==> src/rtl/pavana_slave_arbiter.sv <==
// Four-master round-robin arbiter onto one slave port, with lock-on-stall, read throttling and response routing.
// Zero-latency accept; a stalled grant is held until accepted; reads are held back while MAX_OUTSTANDING are in flight.
module pavana_slave_arbiter #(
  parameter int MAX_OUTSTANDING = 4
) (
  input  logic         clk_i,
  input  logic         rst_i,
  input  logic [3:0]   m_req_i,
  input  logic [127:0] m_addr_i,
  input  logic [3:0]   m_cmd_i,
  input  logic [127:0] m_wdata_i,
  output logic [3:0]   m_ack_o,
  output logic [31:0]  m_rdata_o,
  output logic [3:0]   m_resp_o,
  output logic         s_req_o,
  output logic [31:0]  s_addr_o,
  output logic         s_cmd_o,
  output logic [31:0]  s_wdata_o,
  output logic [1:0]   s_reqtid_o,
  input  logic         s_ack_i,
  input  logic         s_resp_i,
  input  logic [1:0]   s_resptid_i,
  input  logic [31:0]  s_rdata_i,
  output logic [3:0]   outstanding_o,
  output logic         err_o
);

  typedef enum logic {IDLE, LOCKED} state_t;

  state_t      state;
  logic [1:0]  lock_idx;
  logic [1:0]  last_grant;
  logic [3:0]  outstanding;
  logic        err;

  logic        throttle;
  logic [3:0]  eligible;
  logic        rr_found;
  logic [1:0]  rr_idx;
  logic [1:0]  cand;
  logic [1:0]  grant;
  logic        grant_vld;
  logic        xfer;
  logic        rd_xfer;

  // At the read limit only writes may compete, so a pending write is not starved by a blocked read.
  assign throttle = (outstanding == 4'(MAX_OUTSTANDING));
  assign eligible = m_req_i & (m_cmd_i | {4{~throttle}});

  always_comb begin
    rr_found = 1'b0;
    rr_idx   = last_grant + 2'd1;
    cand     = last_grant;
    for (int i = 1; i <= 4; i++) begin
      cand = last_grant + 2'(i);
      if (!rr_found && eligible[cand]) begin
        rr_found = 1'b1;
        rr_idx   = cand;
      end
    end
  end

  assign grant     = (state == LOCKED) ? lock_idx : rr_idx;
  assign grant_vld = (state == LOCKED) ? eligible[lock_idx] : rr_found;

  assign s_req_o    = rst_i & grant_vld;
  assign s_addr_o   = m_addr_i[{grant, 5'd0} +: 32];
  assign s_wdata_o  = m_wdata_i[{grant, 5'd0} +: 32];
  assign s_cmd_o    = m_cmd_i[grant];
  assign s_reqtid_o = grant;

  assign xfer    = s_req_o & s_ack_i;
  assign rd_xfer = xfer & ~s_cmd_o;

  assign m_ack_o   = xfer ? (4'b0001 << grant) : 4'b0000;
  assign m_resp_o  = (rst_i & s_resp_i) ? (4'b0001 << s_resptid_i) : 4'b0000;
  assign m_rdata_o = s_rdata_i;

  assign outstanding_o = outstanding;
  assign err_o         = err;

  always_ff @(posedge clk_i or negedge rst_i) begin
    if (!rst_i) begin
      state       <= IDLE;
      lock_idx    <= 2'd0;
      last_grant  <= 2'd3;
      outstanding <= 4'd0;
      err         <= 1'b0;
    end else begin
      case (state)
        IDLE: begin
          if (s_req_o && !s_ack_i) begin
            state    <= LOCKED;
            lock_idx <= grant;
          end
        end
        LOCKED: begin
          // A master withdrawing a stalled request is a protocol violation.
          if (!m_req_i[lock_idx]) begin
            state <= IDLE;
            err   <= 1'b1;
          end else if (xfer) begin
            state <= IDLE;
          end
        end
        default: state <= IDLE;
      endcase

      if (xfer)
        last_grant <= grant;

      if (rd_xfer && !s_resp_i)
        outstanding <= outstanding + 4'd1;
      else if (!rd_xfer && s_resp_i && outstanding != 4'd0)
        outstanding <= outstanding - 4'd1;

      if (s_resp_i && outstanding == 4'd0)
        err <= 1'b1;
    end
  end

endmodule

==> config.mk <==
export PLATFORM = sky130hd
export DESIGN_NAME = pavana_slave_arbiter
export DESIGN_NICKNAME = d
export VERILOG_FILES = /design/src/rtl/pavana_slave_arbiter.sv
export SDC_FILE = /design/constraint.sdc
export NUM_CORES = 1
export LEC_CHECK = 0
export BUFFER_PORTS_ARGS = -buffer_cell sky130_fd_sc_hd__buf_4
export CORE_AREA = 2 2 159 161
export DETAILED_ROUTE_END_ITERATION = 10
export DIE_AREA = 0 0 161 163
export GPL_TIMING_DRIVEN = 0
export PLACE_DENSITY = 0.48
export REMOVE_ABC_BUFFERS = 1
export SETUP_SLACK_MARGIN = 0.05
export SLEW_MARGIN = 20
export SYNTH_ARGS = -nofsm -noshare
export SYNTH_HDL_FRONTEND = slang
export SYNTH_SLANG_ARGS = --single-unit
==> constraint.sdc <==
create_clock -name clk_i -period 3.96 [get_ports clk_i]
set_clock_uncertainty 0.05 [all_clocks]
set_input_delay 0.792 -clock clk_i [delete_from_list [all_inputs] [get_ports clk_i]]
set_output_delay 0.792 -clock clk_i [all_outputs]
set_load 0.005 [all_outputs]
======== After elaboration in Yosys (flattened, before gate mapping) ========
Cells that the tools add are included.
storage, ports and cells
  flip-flop bits (word level) ............. 10
  input port bits ......................... 302
  output and inout port bits .............. 113
  word-level logic and storage cells ...... 85
operators by class
  $add $sub $neg .......................... 5
  $lt $le $gt $ge ......................... 6
  equal/unequal tests ..................... 2
  shift-type cells ........................ 4
  muxes and demuxes ....................... 34
  bitwise logic cells ..................... 9
  reductions and logical operators ........ 20
operators with widths
  operator                                             number
  variable part select 128 x 8 -> 32 bit               2
  < comparator 2 x 3 -> 1 bit (second input constant)  6
  two-way mux 1 bit                                    18
  two-way mux 4 bit                                    4
  binary-select mux 1 bit (select 2 bit)               7
  logical AND 1 bit                                    8
  two-way mux 2 bit                                    4
  << shifter 1 x 2 -> 4 bit (first input constant)     2
  zero test 1 bit                                      6
  adder 2 bit (second input constant)                  2
  adder 4 x 1 -> 4 bit (second input constant)         1
  AND 1 bit                                            4
  AND 4 bit                                            1
  == test 4 x 3 -> 1 bit (second input constant)       1
  zero test 4 bit                                      1
  bitwise OR 4 bit                                     1
  AND reduction 2 bit                                  2
  nonzero test 2 bit                                   2
  nonzero test 4 bit                                   1
  subtractor 4 x 1 -> 4 bit (second input constant)    1
  inverter 1 bit                                       3
  adder 2 x 1 -> 2 bit (second input constant)         1
  != test 2 x 1 -> 1 bit (second input constant)       1
  one-hot mux 1 bit (2 select lines)                   1

======== Logic depth before layout (Yosys ltp) ========
  depth in word-level cells ............... 26
  mapped depth ............................ 16
  depth with buffers taken out ............ 15

======== Worst setup path before layout ========
Ideal clock, no wire load.
  path type ............................... register -> register
  start ................................... reg outstanding[1], in the netlist outstanding_o[1]
  end ..................................... reg outstanding[3], in the netlist outstanding_o[3]
  library setup time ...................... 0.124 ns
  arrival time ............................ 3.481 ns
  data required time ...................... 3.786 ns
  slack ................................... 0.305 ns
  stages on the path, launching flop included .. 17
  buffers on the path ..................... 1
  clock period less this slack ............ 3.655 ns
  cell sequence ........................... dfrtp_1 or4b_4 buf_6 o21a_1 a211o_1 o221ai_2 o21ai_2 inv_2 mux2i_1 a22oi_4 nand2b_1 ha_1 a21o_1 a21oi_1 nor2b_1 mux2i_1 xnor2_1
between the ends
  longest elaborated chain between the ends .. 25
  elaborated cells on any way between the ends .. 45
  classes of those cells .................. 2 x add/sub; 1 x eq/ne; 23 x mux; 7 x bitwise; 12 x reduce/logical
ends and longest elaborated chain
  what                                     line  source
  from (decl)                              33    logic [3:0] outstanding;
  from (signal assigned)                   113   outstanding <= outstanding + 4'd1;
  from (signal assigned)                   115   outstanding <= outstanding - 4'd1;
  == test 4 x 3 -> 1 bit                   47    assign throttle = (outstanding == 4'(MAX_OUTSTANDING));
  inverter 1 bit                           48    assign eligible = m_req_i & (m_cmd_i | {4{~throttle}});
  bitwise OR 4 bit                         48
  AND 4 bit                                48
  binary-select mux 1 bit (select 2 bit)   56    if (!rr_found && eligible[cand]) begin
  two-way mux 1 bit (implied by the code)  56
  two-way mux 1 bit                        56
  zero test 1 bit                          56
  [8 not listed]                           n/a
  two-way mux 2 bit                        63    assign grant = (state == LOCKED) ? lock_idx : rr_idx;
  binary-select mux 1 bit (select 2 bit)   69    assign s_cmd_o = m_cmd_i[grant];
  two-way mux 1 bit (implied by the code)  69
  inverter 1 bit                           73    assign rd_xfer = xfer & ~s_cmd_o;
  AND 1 bit                                73
  zero test 1 bit                          114   else if (!rd_xfer && s_resp_i && outstanding != 4'd0)
  logical AND 1 bit (2 in series)          114
  nonzero test 2 bit (no line)             n/a
Several ways; a longest one is shown, not always the timed one. The select of a mux whose other input is x is not followed.
A chain may end at the register's enable or synchronous reset.

======== Worst setup path in the final report ========
  start ................................... reg outstanding[1], in the netlist outstanding_o[1]
  end ..................................... out s_addr_o[8]
between the ends
  longest elaborated chain between the ends .. 18
  elaborated cells on any way between the ends .. 26
  classes of those cells .................. 1 x eq/ne; 1 x shift; 15 x mux; 3 x bitwise; 6 x reduce/logical
ends and longest elaborated chain
  what                                        line  source
  == test 4 x 3 -> 1 bit (*)                  47
  inverter 1 bit (*)                          48
  bitwise OR 4 bit (*)                        48
  AND 4 bit (*)                               48
  binary-select mux 1 bit (select 2 bit)      56
  two-way mux 1 bit (implied by the code)     56
  two-way mux 1 bit                           56
  zero test 1 bit                             56
  [2 not listed]                              n/a
  zero test 1 bit                             56
  logical AND 1 bit                           56
  two-way mux 1 bit                           56
  zero test 1 bit                             56
  logical AND 1 bit                           56
  two-way mux 2 bit (*)                       56
  two-way mux 2 bit (*)                       63
  variable part select 128 x 8 -> 32 bit (*)  67    assign s_addr_o = m_addr_i[{grant, 5'd0} +: 32];
  to (decl)                                   16    output logic [31:0] s_addr_o,
Every way passes the cells marked *; elsewhere a longest branch is shown, timed or not. The select of a mux whose other input is x is not followed.

==> impl_metrics.tcl <==
set metrics [dict create \
    status "finished, final reports clean" \
    wl_mm 23.71 \
    drc_errors 0 \
    rsz0062_at_grt "yes" \
    area_growth_syn_to_layout_pct 132.5 \
    p_int_mw 3.879 \
    rr_startpoint "outstanding_o[1]" \
    hpwl_mm 15.70 \
    numClockSinks 10 \
    overflow 0 \
    avgSynthCellArea_um2 5.576 \
    yosys.area_share.adder 0.01445 \
    hold_class "input port to asynchronous set/reset pin" \
    power.leakage_nw 3.620 \
    first_iter_violations 292 \
    netlist_area_um2 3117 \
    synth-compound-area-share 0.2144 \
    peakVddDrop_mv 0.3470 \
    reg2reg_depth 16 \
    worstPathRequired_ns 3.12 \
    grt_pass1_vias 5109 \
    core_um2 24670 \
    ys.flop_type "dfrtp_1" \
    wl_met3_mm 2.606 \
    synth_common_cells "nand2_1, a31oi_1, and3_1" \
    netSwitchingFraction 0.4688 \
    pre_cts_ws_ns -0.5663 \
    die_h_um 163 \
    grt_first_pass_wirelength_mm 32.37 \
    power_density_nw_per_um2 1008 \
    final_util 0.2937 \
    vias_per_cell 4.363 \
    grtUsageTotal 0.1621 \
    synth-xor-area-share 0.01124 \
    worst_pin_slew_ns 0.3199 \
    avgRoutedWirePerCell_um 19.40 \
    slew_headroom 0.7860 \
    reg2reg_slack_ns 0.21 \
    timing.rr.end "outstanding_o[3]" \
    crit_type "register to output port" \
    layout.cells.non_filler 1222 \
    dr_total_vias 5331 \
    power_mw 7.301 \
    synth-warning-count 0 \
    path_clk_slew_ns 0.04 \
    ant_nets 0 \
    place_inst 1172 \
    portBuffers 350 \
    setup_viol 0 \
    cts_tree "built" \
    synth-async-reset-ratio 1.000 \
    numCtsBuffers 3 \
    p_clk_frac 0.028 \
    worstSetupEndpointType "output port" \
    gp_congestion 0.8137 \
    synth.most_common_cell "nand2_1" \
    seq_area_frac_synth 0.08109 \
    top_layer_used "met4" \
    final_nets 1198 \
    route.met2.wl_mm 11.01 \
    synth_edf_count 0 \
    hold_viol_final 0 \
    fill_cells 2736 \
    synth.area.mux_share 0.04215 \
    syn_inst 559 \
    drt-pass1-iter-count 5 \
    ys_ff_latch 10 \
    pwr-share-comb 0.939 \
    grt_max_degree 70 \
    power.switching_mw 3.422 \
    die_w_um 161 \
    io_pins 415 \
    cts_root_buf "clkbuf_16" \
    timing.fmax_ghz 0.2570 \
    synth_area_leaders "nand2_1, a31oi_1, and3_1, buf_4, dfrtp_1" \
    drive_gt1_frac 0.5437 \
    crit_path_start_kind "register" \
    antenna_found_initial 0 \
    cts_buffer_depth 2 \
    yosysTopAreaCellShare 0.3155 \
    post-route-worst-setup-slack_ns 0.06870 \
    yosysTopAreaCell "nand2_1" \
    yosys.cell_types.count 49 \
    initial_utilization 0.1263 \
    pwr-share-seq 0.033 \
    arrival_ns 3.05 \
    yosys.area_share.simple 0.4906 \
    cp_max_fo 22 \
    cts_max_level 1 \
    row_count 58 \
    post-route-min-period_ns 3.891 \
    drv_cap 0 \
    diodes 0 \
    dieArea_um2 26240 \
    period_share 0.9827 \
    maxSlewViolCount 0 \
    synth_top_family_by_area "simple AND/OR/NAND/NOR gates" \
    drt-met1-wl_mm 9.896 \
    clock_latency_ns 0.24 \
]
cell usage in the layout, fill, tap and decap left out, types with 3 or more instances in the layout:
cell	synthesis	final
buf_12	0	6
nand2_4	1	3
nor2_1	4	4
clkbuf_16	0	7
buf_6	1	5
nand2_1	262	251
buf_4	32	368
buf_16	0	17
dfrtp_1	8	4
a31oi_1	64	52
nand2_2	0	9
o21ai_2	3	4
and3_1	64	48
inv_1	7	6
a31oi_2	0	7
o21ai_4	0	4
a31oi_4	0	5
nor3_1	6	6
mux2i_1	5	4
nor2b_1	3	3
and3_4	0	16
dfrtp_2	0	4
cell type report:
type | instances | area, um^2 | share of cell area
Clock buffer | 4 | 88.84 | 0.01226
Inverter | 8 | 72.57 | 0.01002
Multi-Input combinational cell | 465 | 2801 | 0.3866
Sequential cell | 10 | 257.7 | 0.03557
Tap cell | 330 | 412.9 | 0.05698
Timing Repair Buffer | 402 | 3555 | 0.4906
Timing Repair inverter | 3 | 57.56 | 0.007943
per-layer routing:
metal  vias to the layer above  global-route usage
met5                         -            0.003788
met3                        26             0.05831
li1                       2559                   -
met4                         0             0.01786
met1                      2482              0.2112
met2                       264              0.2647
cell families after synthesis:
logic type      after synthesis
simple gates                350
compound gates               97
buf+inv                      85
mux                          10
flops                        10
xor+xnor                      4
fa+ha+maj                     3
power groups by stage:
stage	sequential [mW]	combinational, mW	clock [mW]
floorplan	0.218	2.30	0
detailed placement	0.240	4.87	0
global route	0.246	7.34	0.214
global placement	0.239	4.49	0
CTS	0.233	6.30	0.210
finish	0.237	6.86	0.207
worst max-delay path: stages (launching register included):
cell and delay (ns):
dfrtp_2 0.43, or4b_4 0.60, o21a_4 0.24, a21oi_4 0.13
o221ai_4 0.13, o21ai_4 0.19, buf_6 0.14, buf_16 0.13
buf_16 0.16, nand2_1 0.11, and3_1 0.18, a31oi_1 0.19
buf_4 0.16
worst max-delay path by stage:
stage                       endpoint  slack [ns]  cells past startpoint             start
floorplan           outstanding_o[3]       -3.81                     15  outstanding_o[1]
global placement    outstanding_o[3]       -7.77                     15  outstanding_o[1]
detailed placement  outstanding_o[3]       -0.57                     16  outstanding_o[1]
CTS                     s_wdata_o[1]       0.007                     13  outstanding_o[3]
global route            s_wdata_o[1]      -0.001                     12  outstanding_o[1]
finish                   s_addr_o[8]        0.07                     12  outstanding_o[1]
sequential cells by signal, indices dropped and copies added, names as in the netlist:
name           count
err_o              1
last_grant         2
lock_idx           2
outstanding_o      4
state              1
stage by stage:
step | setup TNS (ns) | hold WS, ns | area [um^2]
final | 0 | 0.3469 | 7246
after global routing | -0.001085 | 0.3509 | 7246
after CTS | 0 | 0.3486 | 6785
after detailed placement | -16.25 | 0.4205 | 6021
after global placement | -555.89 | 0.4287 | 5732
after floorplan | -228.60 | 0.4170 | 2691
repair_timing:
item                                    4_1_cts  5_1_grt
endpoints found under the setup margin       72       66
setup buffers                                20        9
hold endpoints to repair                      0        0
resized for setup                            42       62
pin swaps                                     8       20
hold buffers                                  0        0
cloned                                       15        4
Power figures use the tool's default switching activity.
